==> src/rtl/fm_tune_pkg.sv <==
// rtl/fm_tune_pkg.sv - shared types, constants and retune arithmetic for fm_tune_ctrl
// Contents: event enum, FSM state enum, key indices, band/step/timing defaults,
//           next_freq() helper. Macro FM_TUNE_AUTOREPEAT_EN adds repeat-timer defaults.
package fm_tune_pkg;

    typedef enum logic [2:0] {
        EV_NONE,
        EV_CENTER,
        EV_UP,
        EV_DOWN,
        EV_RIGHT,
        EV_LEFT
    } ev_t;

    typedef enum logic [1:0] {
        ST_IDLE,
        ST_MUTE_PRE,
        ST_APPLY,
        ST_MUTE_POST
    } state_t;

    localparam int unsigned DEBOUNCE_CYCLES     = 500000;
    localparam int unsigned MUTE_CYCLES         = 250000;
`ifdef FM_TUNE_AUTOREPEAT_EN
    localparam int unsigned REPEAT_DELAY_CYCLES = 12500000;
    localparam int unsigned REPEAT_RATE_CYCLES  = 2500000;
`endif
    localparam int unsigned FREQ_MIN            = 87500000;
    localparam int unsigned FREQ_MAX            = 108000000;
    localparam int unsigned FREQ_DEFAULT        = 104000000;
    localparam int unsigned STEP_FINE           = 50000;
    localparam int unsigned STEP_COARSE         = 1000000;

    // Bit positions of the keys in the internal key vector
    localparam int K_UP     = 0;
    localparam int K_DOWN   = 1;
    localparam int K_RIGHT  = 2;
    localparam int K_LEFT   = 3;
    localparam int K_CENTER = 4;

    // Wrapping band arithmetic; 33-bit intermediates so the sum cannot overflow
    function automatic logic [31:0] next_freq(
        input ev_t         ev,
        input logic [31:0] cur,
        input logic [31:0] fmin,
        input logic [31:0] fmax,
        input logic [31:0] fdef,
        input logic [31:0] fine,
        input logic [31:0] coarse
    );
        logic [32:0] step;
        logic [32:0] sum;
        logic [31:0] res;
        step = {1'b0, ((ev == EV_UP) || (ev == EV_DOWN)) ? fine : coarse};
        sum  = {1'b0, cur} + step;
        case (ev)
            EV_CENTER:        res = fdef;
            EV_UP, EV_RIGHT:  res = (sum > {1'b0, fmax}) ? fmin : sum[31:0];
            EV_DOWN, EV_LEFT: res = ({1'b0, cur} < ({1'b0, fmin} + step)) ? fmax
                                                                         : (cur - step[31:0]);
            default:          res = cur;
        endcase
        return res;
    endfunction

endpackage

==> src/rtl/btn_debounce.sv <==
// rtl/btn_debounce.sv - key synchronizer, debouncer and press pulse
// Ports: clk, rst_n (async active-low), key_i raw key, press_o one-cycle pulse on a
//        debounced rising edge; with FM_TUNE_AUTOREPEAT_EN also repeat_o auto-repeat pulse.
module btn_debounce
    import fm_tune_pkg::*;
#(
    parameter int unsigned C_DEBOUNCE_CYCLES     = DEBOUNCE_CYCLES
`ifdef FM_TUNE_AUTOREPEAT_EN
   ,parameter int unsigned C_REPEAT_DELAY_CYCLES = REPEAT_DELAY_CYCLES,
    parameter int unsigned C_REPEAT_RATE_CYCLES  = REPEAT_RATE_CYCLES,
    parameter bit          G_REPEAT_EN           = 1'b1
`endif
) (
    input  logic clk,
    input  logic rst_n,
    input  logic key_i,
    output logic press_o
`ifdef FM_TUNE_AUTOREPEAT_EN
   ,output logic repeat_o
`endif
);

    localparam int DW = $clog2(C_DEBOUNCE_CYCLES + 1);
    localparam logic [DW-1:0] DB_LAST = DW'(C_DEBOUNCE_CYCLES - 1);

    logic [1:0]    sync_q;
    logic          level_q;
    logic          press_q;
    logic [DW-1:0] cnt_q;

    // Counter runs only while the synchronized input disagrees with the accepted level
    always_ff @(posedge clk or negedge rst_n) begin
        if (!rst_n) begin
            sync_q  <= 2'b00;
            level_q <= 1'b0;
            press_q <= 1'b0;
            cnt_q   <= '0;
        end else begin
            sync_q  <= {sync_q[0], key_i};
            press_q <= 1'b0;
            if (sync_q[1] == level_q) begin
                cnt_q <= '0;
            end else if (cnt_q == DB_LAST) begin
                level_q <= sync_q[1];
                press_q <= sync_q[1];
                cnt_q   <= '0;
            end else begin
                cnt_q <= cnt_q + DW'(1);
            end
        end
    end

    assign press_o = press_q;

`ifdef FM_TUNE_AUTOREPEAT_EN
    localparam int unsigned RMAX = (C_REPEAT_DELAY_CYCLES > C_REPEAT_RATE_CYCLES) ?
                                   C_REPEAT_DELAY_CYCLES : C_REPEAT_RATE_CYCLES;
    localparam int RW = $clog2(RMAX + 1);
    localparam logic [RW-1:0] DELAY_LAST = RW'(C_REPEAT_DELAY_CYCLES - 1);
    localparam logic [RW-1:0] RATE_LAST  = RW'(C_REPEAT_RATE_CYCLES - 1);

    logic [RW-1:0] rcnt_q;
    logic          armed_q;
    logic          rep_q;

    // The counter is zero in the press cycle, so the first repeat lands exactly
    // one delay after the press; armed_q switches to the shorter repeat period.
    always_ff @(posedge clk or negedge rst_n) begin
        if (!rst_n) begin
            rcnt_q  <= '0;
            armed_q <= 1'b0;
            rep_q   <= 1'b0;
        end else if (!level_q) begin
            rcnt_q  <= '0;
            armed_q <= 1'b0;
            rep_q   <= 1'b0;
        end else begin
            rep_q <= 1'b0;
            if (!armed_q && (rcnt_q == DELAY_LAST)) begin
                rep_q   <= 1'b1;
                armed_q <= 1'b1;
                rcnt_q  <= '0;
            end else if (armed_q && (rcnt_q == RATE_LAST)) begin
                rep_q  <= 1'b1;
                rcnt_q <= '0;
            end else begin
                rcnt_q <= rcnt_q + RW'(1);
            end
        end
    end

    assign repeat_o = rep_q & G_REPEAT_EN;
`endif

endmodule

==> src/rtl/fm_tune_ctrl.sv <==
// rtl/fm_tune_ctrl.sv - key-driven FM carrier tuning controller with muted retune sequence
// Ports: clk, rst_n (async active-low), btn_up/down/left/right/center raw keys,
//        cw_freq carrier Hz, freq_upd change pulse, mute audio mute request, busy not-idle.
// Macro FM_TUNE_AUTOREPEAT_EN enables auto-repeat on the four direction keys.
module fm_tune_ctrl
    import fm_tune_pkg::*;
#(
    parameter int unsigned C_DEBOUNCE_CYCLES     = DEBOUNCE_CYCLES,
    parameter int unsigned C_MUTE_CYCLES         = MUTE_CYCLES,
`ifdef FM_TUNE_AUTOREPEAT_EN
    parameter int unsigned C_REPEAT_DELAY_CYCLES = REPEAT_DELAY_CYCLES,
    parameter int unsigned C_REPEAT_RATE_CYCLES  = REPEAT_RATE_CYCLES,
`endif
    parameter int unsigned C_FREQ_MIN            = FREQ_MIN,
    parameter int unsigned C_FREQ_MAX            = FREQ_MAX,
    parameter int unsigned C_FREQ_DEFAULT        = FREQ_DEFAULT,
    parameter int unsigned C_STEP_FINE           = STEP_FINE,
    parameter int unsigned C_STEP_COARSE         = STEP_COARSE
) (
    input  logic        clk,
    input  logic        rst_n,
    input  logic        btn_up,
    input  logic        btn_down,
    input  logic        btn_left,
    input  logic        btn_right,
    input  logic        btn_center,
    output logic [31:0] cw_freq,
    output logic        freq_upd,
    output logic        mute,
    output logic        busy
);

    localparam int MW = $clog2(C_MUTE_CYCLES + 1);
    localparam logic [MW-1:0] MUTE_LAST = MW'(C_MUTE_CYCLES - 1);

    logic [4:0] key_raw;
    logic [4:0] key_ev;

    assign key_raw = {btn_center, btn_left, btn_right, btn_down, btn_up};

    for (genvar i = 0; i < 5; i++) begin : g_key
        logic press;
`ifdef FM_TUNE_AUTOREPEAT_EN
        logic rpt;
        btn_debounce #(
            .C_DEBOUNCE_CYCLES    (C_DEBOUNCE_CYCLES),
            .C_REPEAT_DELAY_CYCLES(C_REPEAT_DELAY_CYCLES),
            .C_REPEAT_RATE_CYCLES (C_REPEAT_RATE_CYCLES),
            .G_REPEAT_EN          (i != K_CENTER)
        ) u_db (
            .clk     (clk),
            .rst_n   (rst_n),
            .key_i   (key_raw[i]),
            .press_o (press),
            .repeat_o(rpt)
        );
        assign key_ev[i] = press | rpt;
`else
        btn_debounce #(
            .C_DEBOUNCE_CYCLES(C_DEBOUNCE_CYCLES)
        ) u_db (
            .clk    (clk),
            .rst_n  (rst_n),
            .key_i  (key_raw[i]),
            .press_o(press)
        );
        assign key_ev[i] = press;
`endif
    end

    ev_t ev;

    always_comb begin
        ev = EV_NONE;
        if      (key_ev[K_CENTER]) ev = EV_CENTER;
        else if (key_ev[K_UP])     ev = EV_UP;
        else if (key_ev[K_DOWN])   ev = EV_DOWN;
        else if (key_ev[K_RIGHT])  ev = EV_RIGHT;
        else if (key_ev[K_LEFT])   ev = EV_LEFT;
    end

    state_t        state_q, state_d;
    ev_t           cur_q, cur_d;
    ev_t           pend_q, pend_d;
    logic [MW-1:0] mcnt_q, mcnt_d;
    logic [31:0]   freq_q, freq_d;
    logic          upd_q, upd_d;
    logic          mute_q, mute_d;

    always_comb begin
        state_d = state_q;
        cur_d   = cur_q;
        pend_d  = pend_q;
        mcnt_d  = mcnt_q;
        freq_d  = freq_q;
        upd_d   = 1'b0;

        // Events during a retune are held one deep, newest wins
        if ((state_q != ST_IDLE) && (ev != EV_NONE)) begin
            pend_d = ev;
        end

        case (state_q)
            ST_IDLE: begin
                if (ev != EV_NONE) begin
                    cur_d   = ev;
                    pend_d  = EV_NONE;
                    mcnt_d  = '0;
                    state_d = ST_MUTE_PRE;
                end else if (pend_q != EV_NONE) begin
                    cur_d   = pend_q;
                    pend_d  = EV_NONE;
                    mcnt_d  = '0;
                    state_d = ST_MUTE_PRE;
                end
            end
            ST_MUTE_PRE: begin
                if (mcnt_q == MUTE_LAST) begin
                    mcnt_d  = '0;
                    freq_d  = next_freq(cur_q, freq_q, C_FREQ_MIN, C_FREQ_MAX,
                                        C_FREQ_DEFAULT, C_STEP_FINE, C_STEP_COARSE);
                    upd_d   = 1'b1;
                    state_d = ST_APPLY;
                end else begin
                    mcnt_d = mcnt_q + MW'(1);
                end
            end
            ST_APPLY: begin
                state_d = ST_MUTE_POST;
            end
            ST_MUTE_POST: begin
                if (mcnt_q == MUTE_LAST) begin
                    mcnt_d  = '0;
                    state_d = ST_IDLE;
                end else begin
                    mcnt_d = mcnt_q + MW'(1);
                end
            end
            default: begin
                state_d = ST_IDLE;
            end
        endcase

        mute_d = (state_d != ST_IDLE);
    end

    always_ff @(posedge clk or negedge rst_n) begin
        if (!rst_n) begin
            state_q <= ST_IDLE;
            cur_q   <= EV_NONE;
            pend_q  <= EV_NONE;
            mcnt_q  <= '0;
            freq_q  <= C_FREQ_DEFAULT;
            upd_q   <= 1'b0;
            mute_q  <= 1'b0;
        end else begin
            state_q <= state_d;
            cur_q   <= cur_d;
            pend_q  <= pend_d;
            mcnt_q  <= mcnt_d;
            freq_q  <= freq_d;
            upd_q   <= upd_d;
            mute_q  <= mute_d;
        end
    end

    assign cw_freq  = freq_q;
    assign freq_upd = upd_q;
    assign mute     = mute_q;
    assign busy     = (state_q != ST_IDLE);

endmodule

==> config.mk <==
export PLATFORM = sky130hd
export DESIGN_NAME = fm_tune_ctrl
export DESIGN_NICKNAME = d
export VERILOG_FILES = /design/src/rtl/fm_tune_pkg.sv /design/src/rtl/btn_debounce.sv /design/src/rtl/fm_tune_ctrl.sv
export SDC_FILE = /design/constraint.sdc
export NUM_CORES = 1
export LEC_CHECK = 0
export ABC_AREA = 0
export BUFFER_PORTS_ARGS = -buffer_cell sky130_fd_sc_hd__buf_2
export CORE_UTILIZATION = 40
export DETAILED_ROUTE_END_ITERATION = 8
export GPL_ROUTABILITY_DRIVEN = 1
export PLACE_DENSITY = 0.64
export SLEW_MARGIN = 5
export SYNTH_ARGS = -nofsm -noshare
export SYNTH_HDL_FRONTEND = slang
export SYNTH_HIERARCHICAL = 1
export SYNTH_SLANG_ARGS = --single-unit
export TNS_END_PERCENT = 10
==> constraint.sdc <==
create_clock -name clk -period 3.81 [get_ports clk]
set_clock_uncertainty 0.1 [all_clocks]
set_input_delay 0.381 -clock clk [delete_from_list [all_inputs] [get_ports clk]]
set_output_delay 0.381 -clock clk [all_outputs]
set_load 0.02 [all_outputs]
==> results of run 1 <==
## layout make-up
cell class / count / area, µm² / area share (%)
clock inverters: 10 / 102.6 / 0.8357
multi-input cells: 900 / 5993 / 48.82
clock buffers: 22 / 484.2 / 3.944
inverters: 35 / 135.1 / 1.101
repair buffers: 117 / 857.1 / 6.981
well taps: 330 / 412.9 / 3.363
flip-flops and latches: 171 / 4292 / 34.96
## logic make-up (layout without fill, tap and decap cells)
| family | after synthesis | count (layout) | share of synthesized area, % |
|---|---|---|---|
| multiplexers | 11 | 11 | 1.137 |
| other | 1 | 4 | 0.03586 |
| buffers and inverters | 91 | 184 | 3.817 |
| AO/OA/AOI/OAI | 206 | 206 | 14.26 |
| XOR/XNOR | 115 | 115 | 9.633 |
| adder cells (fa/ha/maj) | 30 | 30 | 3.590 |
| AND/OR/NAND/NOR | 534 | 534 | 26.48 |
| flip-flops | 171 | 171 | 41.04 |
## worst max-delay path, cell delays in order, from the launching register on
cell and delay, ns:
dfrtp_1 0.38, nor2b_4 0.15, buf_12 0.15, ha_1 0.35
buf_6 0.18, inv_2 0.06, o31a_1 0.36, nand3_2 0.15
buf_4 0.14, nand2_2 0.08, or4_1 0.45, and3_2 0.24
a211oi_4 0.22, buf_6 0.15, nor2_4 0.07, buf_4 0.15
a221oi_2 0.22
## power breakdown
part	switching (mW)	leakage, nW	total, mW	internal (mW)
combinational	0.0685	2.36	0.0947	0.0262
sequential	0.0233	2.32	1.86	1.83
clock	0.741	0.289	1.72	0.981
## state kept, by name (all words and copies together) (netlist names)
signal              cells
freq_upd                1
cur_q                   3
mcnt_q                 18
state_q                 2
mute                    1
g_key.u_db/cnt_q       95
pend_q                  3
g_key.u_db/sync_q      10
cw_freq                28
g_key.u_db/press_o      5
g_key.u_db/level_q      5
## worst paths after layout
kind | from | to | slack [ns]
max | cur_q[1] | cw_freq[21] | 0.12
min | g_key[0].u_db/sync_q[0] | g_key[0].u_db/sync_q[1] | 0.25
max reg2reg | cur_q[1] | cw_freq[21] | 0.12
min reg2reg | g_key[0].u_db/sync_q[0] | g_key[0].u_db/sync_q[1] | 0.25
max in group asynchronous | rst_n | mcnt_q[13] | 2.21
min in group asynchronous | rst_n | g_key[3].u_db/cnt_q[8] | 0.46
## what timing repair did
item / CTS / global route
resized for setup: 6 / 35
setup endpoints to repair: 19 / 23
gates cloned: 0 / 1
endpoints found under the hold margin: 70 / 0
hold buffers: 6 / 0
setup buffers: 1 / 9
pin swaps: 3 / 15
## metal layers
layer  vias up  wire [µm]
met1      4393      12120
li1       4361          -
met2       263      12420
met3        55       1230
met5         -          0
met4         0        595
## cell usage in the layout, fill, tap and decap left out, drive strengths merged, types with 7 or more instances in the layout
cell type | Yosys | routed
ha | 30 | 30
or3 | 12 | 12
nor3 | 43 | 43
and3 | 13 | 13
o211ai | 7 | 7
or4 | 12 | 12
a21oi | 52 | 52
o31ai | 12 | 12
dfrtp | 161 | 161
xnor2 | 78 | 78
nand3 | 59 | 59
xor2 | 37 | 37
buf | 29 | 110
a211oi | 11 | 11
nor2 | 152 | 152
nand2 | 91 | 91
mux2 | 7 | 7
nor4b | 15 | 15
nand2b | 10 | 10
o21ai | 45 | 45
and2 | 13 | 13
nand4 | 61 | 61
dfstp | 10 | 10
a31oi | 13 | 13
clkbuf | 27 | 23
nor4 | 25 | 25
inv | 35 | 38
## metrics by stage
stage | hold WS, ns | worst slack, ns | util [%] | instance area, µm² | total power [mW]
4_1_cts | 0.2475 | 0.005871 | 47.14 | 11970 | 3.740
3_3_place_gp | 0.2317 | -0.01117 | 44.46 | 11290 | 1.981
3_5_place_dp | 0.2347 | -0.1161 | 44.46 | 11290 | 1.984
2_1_floorplan | -0.01459 | 0.03576 | - | 10470 | 1.933
6_report | 0.2469 | 0.1194 | 48.34 | 12280 | 3.674
5_1_grt | 0.2656 | -0.03443 | 48.34 | 12280 | 3.818
==> summary.md, run 1 <==
| Metric | Value |
|---|---|
| Layout cells sized above 1 | `a little under a fifth` |
| Worst Hold Path Cells | `0` |
| CTS tree | `yes` |
| Top post-synthesis cells by area | `dfrtp_1, xnor2_1, nor2_1` |
| Relative slew margins | `48.68%` |
| Placed Cells | `1536` |
| RSZ-0062 raised after global routing | `yes` |
| Cells on worst reg2reg path | `16` |
| Post-synth EDFFs | `0` |
| Initial antenna violation count | `0` |
| Core box area | `25400 µm²` |
| Clock Tree Buf Depth | `2` |
| CP required | `4.05 ns` |
| Global-route wire length before repair | `43770 µm` |
| RePlAce Congestion | `0.9626` |
| CTS sink count | `171` |
| Worst-path fanout max | `10` |
| Final hold viol count | `0` |
| Fillers | `between 2000 and 2500` |
| GR Overflow Total | `0` |
| H-tree lvl count | `4` |
| Drt pass-1 iters | `6` |
| Ant. Diodes | `0` |
| Top cell type's share of synthesized area | `38.53%` |
| P&R area growth vs syn | `17.41%` |
| Met1 GRT Util | `between 20% and 30%` |
| WL/cell | `16.63 µm` |
| HP Class | `reg2reg` |
| Initial Util | `41.17%` |
| Root buffer cell | `clkbuf_16` |
| Critical setup path kind | `reg2reg` |
| Critical path launch point type | `flip-flop` |
| Top Usage Layer GRT | `met2` |
| Yosys warns | `6` |
| Port bufs | `37` |
| Synth cell count leaders | `dfrtp_1, nor2_1, nand2_1` |
| P_leak | `4.966 nW` |
| #FFs+latches synth | `171` |
| IO Count | `42` |
| Post-DRT Antenna Nets | `0` |
| Count of cell types in the netlist | `85` |
| Most common cell in the synthesized netlist | `dfrtp_1` |
| Routed wire length | `26360 µm` |
| CTS buffer count | `17` |
| Finish-stage setup viols | `0` |
| Nets@finish | `~1300` |
| Cells after Synth | `1159` |
| Std cell rows | `58` |
| PwrDens | `299.2 nW/µm²` |
| Fmax | `0.2710 GHz` |
| DR vias/cell | `5.724` |
| Detailed Route Iter0 Violations | `approximately 810` |
| Post-Layout Cell Count | `1585` |
| Avg Synthesized Cell Area | `9.022 µm²` |
| Crit share post-route | `96.87%` |
| GR Layer Usage met3 | `4.038%` |
| Dpl hpwl | `18600 µm` |
| Largest net degree at the start of global routing | `slightly below 80` |
| Clock slew at reported path FFs | `0.07 ns` |
| Die area | `approximately 27000 µm²` |
| Met2 usage | `between 30% and 40%` |
| DR vias | `9072` |
| Setup TNS | `0 ns` |
| Tmin final | `3.691 ns` |
| Yosys top cell by area | `dfrtp_1` |
| Max-cap viol count | `0` |
| Data arrival, critical path | `3.93 ns` |
| Number of global-route vias before repair | `8674` |
| Mapped cell area | `10460 µm²` |
| Slew Viols, Final | `0` |
| Worst vdd rail ir drop | `0.2704 mV` |
| Die width | `~160 µm` |
| GRT Resource Usage Total | `between 20% and 30%` |
| Ys flop type | `dfrtp_1` |
| Slew @ Worst Pin | `0.7699 ns` |
| Crit. End Element | `flip-flop` |
| Die outline height | `around 160 µm` |
| Register area share after synthesis | `41.04%` |
| Worst-Skew Late Latency | `between 0.4 and 0.5 ns` |
| Status | `finished, final reports clean` |
| FFs w/ async S/R, synth | `100.0%` |
| DRC | `0` |
Note: power is estimated with default switching activity, not from simulation.
==> inputs of run 2 (changes only) <==
--- a/config.mk
+++ b/config.mk
@@ -7,10 +7,10 @@
 export LEC_CHECK = 0
 export ABC_AREA = 0
 export BUFFER_PORTS_ARGS = -buffer_cell sky130_fd_sc_hd__buf_2
-export CORE_UTILIZATION = 40
+export CORE_UTILIZATION = 45
 export DETAILED_ROUTE_END_ITERATION = 8
 export GPL_ROUTABILITY_DRIVEN = 1
-export PLACE_DENSITY = 0.64
+export PLACE_DENSITY = 0.7
 export SLEW_MARGIN = 5
 export SYNTH_ARGS = -nofsm -noshare
 export SYNTH_HDL_FRONTEND = slang
==> summary.md, run 2 (same netlist as run 1, synthesis figures left out) <==
| Metric | Value |
|---|---|
| Status | `finished, final reports clean` |
| WL/cell | `around 17 µm` |
| Max reg flops | `95` |
| Worst-path fanout max | `13` |
| CP required | `just over 4 ns` |
| Hold EP | `g_key[4].u_db/sync_q[1]` |
| P&R area growth vs syn | `14.85%` |
| Die area | `23850 µm²` |
| GRT Resource Usage Total | `21.98%` |
| Core box area | `approximately 23000 µm²` |
| RSZ-0062 raised after global routing | `yes` |
| Most frequent cells in the layout | `dfrtp_1, nor2_1, nand2_1` |
| Hold path startpoint | `g_key[4].u_db/sync_q[0]` |
| Root buffer cell | `clkbuf_16` |
| Total power | `around 3.5 mW` |
| HP Class | `reg2reg` |
| WHS | `0.2484 ns` |
| RePlAce Congestion | `0.9513` |
| DRC | `0` |
| Clock slew at reported path FFs | `approximately 0.07 ns` |
| Dpl hpwl | `18110 µm` |
| Std cell rows | `55` |
| Cells on worst reg2reg path | `14` |
| CTS sink count | `approximately 170` |
| Slew Viols, Final | `0` |
| Global-route wire length before repair | `42840 µm` |
| Cell mode on critical path | `buf_12` |
| Crit share post-route | `a little over nine tenths` |
| Clock Tree Buf Depth | `2` |
| Fmax | `0.2665 GHz` |
| GR Overflow Total | `0` |
| CP max stage cell | `or4_4` |
| Largest Register | `g_key.u_db/cnt_q` |
| Detailed Route Iter0 Violations | `roughly 620` |
| Final worst slack | `0.05802 ns` |
| Ant. Diodes | `0` |
| Crit. End Element | `flip-flop` |
| Relative slew margins | `about half` |
| Critical path launch point type | `flip-flop` |
| Layout cells sized above 1 | `17.58%` |
| Max-cap viol count | `0` |
| Finish-stage setup viols | `0` |
| Die outline height | `between 150 and 200 µm` |
| Largest delay contributor family on the critical path | `simple AND/OR/NAND/NOR gates` |
| Critical setup path kind | `reg2reg` |
| Final hold viol count | `0` |
| Capturing point of the worst reg2reg path | `cw_freq[21]` |
| Drt pass-1 iters | `7` |
| Worst-Skew Late Latency | `0.43 ns` |
| Data arrival, critical path | `about 4 ns` |
| DR vias/cell | `5.909` |
| CTS buffer count | `17` |
| Worst path buffer plus inverter count | `4` |
| IO Count | `42` |
| Post-DRT Antenna Nets | `0` |
| Pre-CTS setup slack | `-0.06672 ns` |
| Worst vdd rail ir drop | `0.3325 mV` |
| Initial Util | `between 40 and 50%` |
| Nets@finish | `1271` |
| Fillers | `2065` |
| Routed wire length | `around 25000 µm` |
| P_leak | `4.875 nW` |
| Worst path cell trace | `nor2b_2 -> buf_12 -> ha_1 -> buf_6 -> nor4b_4 -> buf_4 -> a311oi_2 -> xnor2_1 -> or4_4 -> o32a_1 -> a211oi_4 -> nor2_4 -> buf_12 -> a221oi_2` |
| Largest net degree at the start of global routing | `119` |
| H-tree lvl count | `4` |
| Commonest non-fill, non-tap cell in the layout | `dfrtp_1` |
| Initial antenna violation count | `0` |
| Slew @ Worst Pin | `0.7387 ns` |
| Die width | `154.4 µm` |
| R2R Setup Slk | `0.06 ns` |
| PwrDens | `293.1 nW/µm²` |
| Worst Hold Path Cells | `0` |
| Number of global-route vias before repair | `around 9000` |
| Tmin final | `3.752 ns` |
| R2r startpoint | `cur_q[1]` |
| CTS tree | `yes` |
| CP peak stage delay | `0.53 ns` |
| Port bufs | `37` |
| DR vias | `slightly above 9000` |
## run 2: cell types whose count changed in the layout (fill, tap and decap cells not counted), moves of 2 or more
cell / before / now
clkbuf_8: 4 / 0
ha_1: 24 / 27
ha_4: 3 / 1
buf_4: 69 / 62
## run 2: worst max-delay path by stage
stage	startpoint	to	cells after the start
6_report	cur_q[1]	cw_freq[21]	14
3_5_place_dp	cur_q[1]	cw_freq[21]	14
3_3_place_gp	cur_q[1]	cw_freq[21]	14
4_1_cts	cur_q[1]	cw_freq[21]	14
2_1_floorplan	cur_q[1]	cw_freq[12]	11
5_1_grt	cur_q[1]	cw_freq[21]	14
## run 2: cell type report
class                      instances  area [µm²]  share of cell area (%)
clock buffer                      19       432.9                   3.605
inverter                          35       131.4                   1.094
clock inverter                    12       90.09                  0.7502
sequential                       171        4292                   35.74
tap                              285       356.6                   2.969
multi-input combinational        900        5918                   49.28
timing repair buffer             109       788.3                   6.564
## run 2: per-stage QoR
stage	TNS (ns)	cells	area, µm²	utilization, %
floorplan	0	1162	10470	-
global placement	-0.005002	1491	11260	49.59
detailed placement	-0.2777	1491	11260	49.59
CTS	0	1529	11890	52.36
global route	-0.1915	1531	12010	52.88
finish	0	1531	12010	52.88
## run 2: routing by layer
metal | GRT usage [%] | part of all wire (%)
met4 | 9.760 | 2.9
met2 | 35.29 | 47
met5 | 0 | 0
met1 | 29.45 | 45
met3 | 3.362 | 5.0
## run 2: repair_timing
action | 4_1_cts | 5_1_grt
hold buffers | 6 | 0
gates resized for setup | 8 | 20
cloned | 0 | 0
pin swaps | 3 | 10
setup buffers | 1 | 2
setup endpoints to repair | 12 | 24
hold endpoints to repair | 58 | 0
## run 2: where the power goes
group	leakage (nW)	internal (mW)	switching, mW	total [mW]
logic	2.31	0.0265	0.0672	0.0937
clock network	0.250	0.836	0.732	1.57
registers	2.32	1.83	0.0237	1.86
==> inputs of run 3 (changes only) <==
==> constraint.sdc (replaced) <==
create_clock -name clk -period 3.02 [get_ports clk]
set_clock_uncertainty 0.1 [all_clocks]
set_input_delay 0.302 -clock clk [delete_from_list [all_inputs] [get_ports clk]]
set_output_delay 0.302 -clock clk [all_outputs]
set_load 0.02 [all_outputs]
==> summary.md, run 3 (same netlist as run 1, synthesis figures left out) <==
| Metric | Value |
|---|---|
| Status | `finished, violations left` |
| Failing checks | `setup timing` |
| Slew Viols, Final | `0` |
| Worst vdd rail ir drop | `between 0.3 and 0.4 mV` |
| GRT Resource Usage Total | `between 20% and 30%` |
| Number of global-route vias before repair | `9180` |
| Finish-stage setup viols | `28` |
| RSZ-0062 raised after global routing | `yes` |
| CP max stage cell | `or4_4` |
| H-tree lvl count | `4` |
| Initial Util | `46.04%` |
| Pre-CTS setup slack | `-0.7234 ns` |
| Initial antenna violation count | `0` |
| Max reg flops | `95` |
| PwrDens | `357.1 nW/µm²` |
| RePlAce Congestion | `between 0.9 and 1` |
| DR vias | `9467` |
| Critical path launch point type | `flip-flop` |
| CP required | `3.27 ns` |
| Clock slew at reported path FFs | `approximately 0.070 ns` |
| Clock Tree Buf Depth | `2` |
| Dpl hpwl | `between 15000 and 20000 µm` |
| Die outline height | `approximately 150 µm` |
| Slew @ Worst Pin | `0.7890 ns` |
| CTS buffer count | `17` |
| Post-Layout Cell Count | `between 1500 and 2000` |
| Layout cells sized above 1 | `26.06%` |
| Global-route wire length before repair | `between 40000 and 50000 µm` |
| P_leak | `5.461 nW` |
| Root buffer cell | `clkbuf_16` |
| CTS sink count | `171` |
| Crit share post-route | `121.0%` |
| P&R area growth vs syn | `25.18%` |
| Port bufs | `37` |
| DRC | `0` |
| Ant. Diodes | `0` |
| Final hold viol count | `0` |
| WL/cell | `around 17 µm` |
| Data arrival, critical path | `roughly 3.9 ns` |
| Cells on worst reg2reg path | `15` |
| Tmin final | `3.655 ns` |
| Placed Cells | `1576` |
| Fmax | `0.2736 GHz` |
| Largest net degree at the start of global routing | `72` |
| Worst-path fanout max | `7` |
| Post-DRT Antenna Nets | `0` |
| Final worst slack | `-0.6349 ns` |
| Nets@finish | `between 1000 and 1500` |
| HP Class | `in2async` |
| CP peak stage delay | `0.54 ns` |
| Max-cap viol count | `0` |
| Die area | `23850 µm²` |
| Most frequent cells in the layout | `dfrtp_1, buf_4, nor2_1` |
| Critical setup path kind | `reg2reg` |
| GR Overflow Total | `0` |
| Std cell rows | `55` |
| DR vias/cell | `5.815` |
| Total power | `4.674 mW` |
| Crit. End Element | `flip-flop` |
| CTS tree | `yes` |
| Largest Register | `g_key.u_db/cnt_q` |
| Worst setup endpoint | `cw_freq[21]` |
| Critical path origin | `cur_q[1]` |
| IO Count | `42` |
| Routed wire length | `26950 µm` |
| Drt pass-1 iters | `7` |
| Core box area | `22710 µm²` |
| Capturing point of the worst reg2reg path | `cw_freq[21]` |
| R2R Setup Slk | `-0.63 ns` |
| Die width | `~150 µm` |
| Worst path cell trace | `nor2b_4 -> buf_4 -> ha_4 -> ha_4 -> o211ai_1 -> nand2_2 -> a211oi_2 -> o21ai_1 -> or4_4 -> o32a_1 -> a211oi_4 -> buf_6 -> nor2_4 -> buf_6 -> a221oi_2` |
| Detailed Route Iter0 Violations | `772` |
| R2r startpoint | `cur_q[1]` |
| Worst-Skew Late Latency | `between 0.4 and 0.5 ns` |
| Relative slew margins | `47.40%` |
| Commonest non-fill, non-tap cell in the layout | `dfrtp_1` |
## run 3: worst min path at each step
stage                              to  slack [ns]  cells past startpoint
after global routing        mcnt_q[9]        0.23                      2
final                      cw_freq[8]        0.21                      2
after global placement    cw_freq[16]        0.09                      1
after CTS                   mcnt_q[6]        0.21                      2
after detailed placement  cw_freq[22]         0.1                      1
after floorplan              cur_q[0]       -0.09                      0
## run 3: layer usage
layer  wire, µm  global-route usage, %
met3       1277                  3.586
met2      12660                  38.42
met1      12070                  31.10
met5          0                      0
met4        939                  9.995
## run 3: critical path: cells and delay by family (launching register included)
family,cells,cell delay (ns)
AOI/OAI and AO/OA,6,1.39
adders and majority gates,2,0.34
buffers and inverters,3,0.44
and+or+nand+nor,4,0.91
DFF,1,0.38
## run 3: power breakdown
part / total [mW] / switching, mW / internal [mW] / leakage (nW)
Combinational: 0.121 / 0.0859 / 0.0347 / 2.85
Clock: 2.21 / 1.03 / 1.18 / 0.296
Sequential: 2.34 / 0.0293 / 2.31 / 2.32
## run 3: area by class of cell
type                            count  area, µm²
Clock buffer                       17      425.4
Fill cell                        1947       9620
Timing Repair Buffer              205       1556
Sequential cell                   171       4292
Multi-Input combinational cell    900       6158
Inverter                           35      131.4
Tap cell                          285      356.6
Clock inverter                     15      168.9
## run 3: stage by stage
step	cell area, µm²	hold slack [ns]	TNS [ns]	utilization, %
detailed placement	12000	0.09647	-16.43	52.85
global placement	12000	0.09273	-14.04	52.85
CTS	13000	0.2082	-14.08	57.26
floorplan	10580	-0.09359	-12.26	-
global route	13090	0.2289	-16.79	57.64
finish	13090	0.2083	-13.17	57.64
## run 3: what timing repair did
| item | 4_1_cts | 5_1_grt |
|---|---|---|
| setup endpoints to repair | 28 | 28 |
| endpoints found under the hold margin | 27 | 0 |
| hold buffers | 6 | 0 |
| pin swaps | 38 | 13 |
| setup buffers | 14 | 2 |
| resized for setup | 51 | 15 |
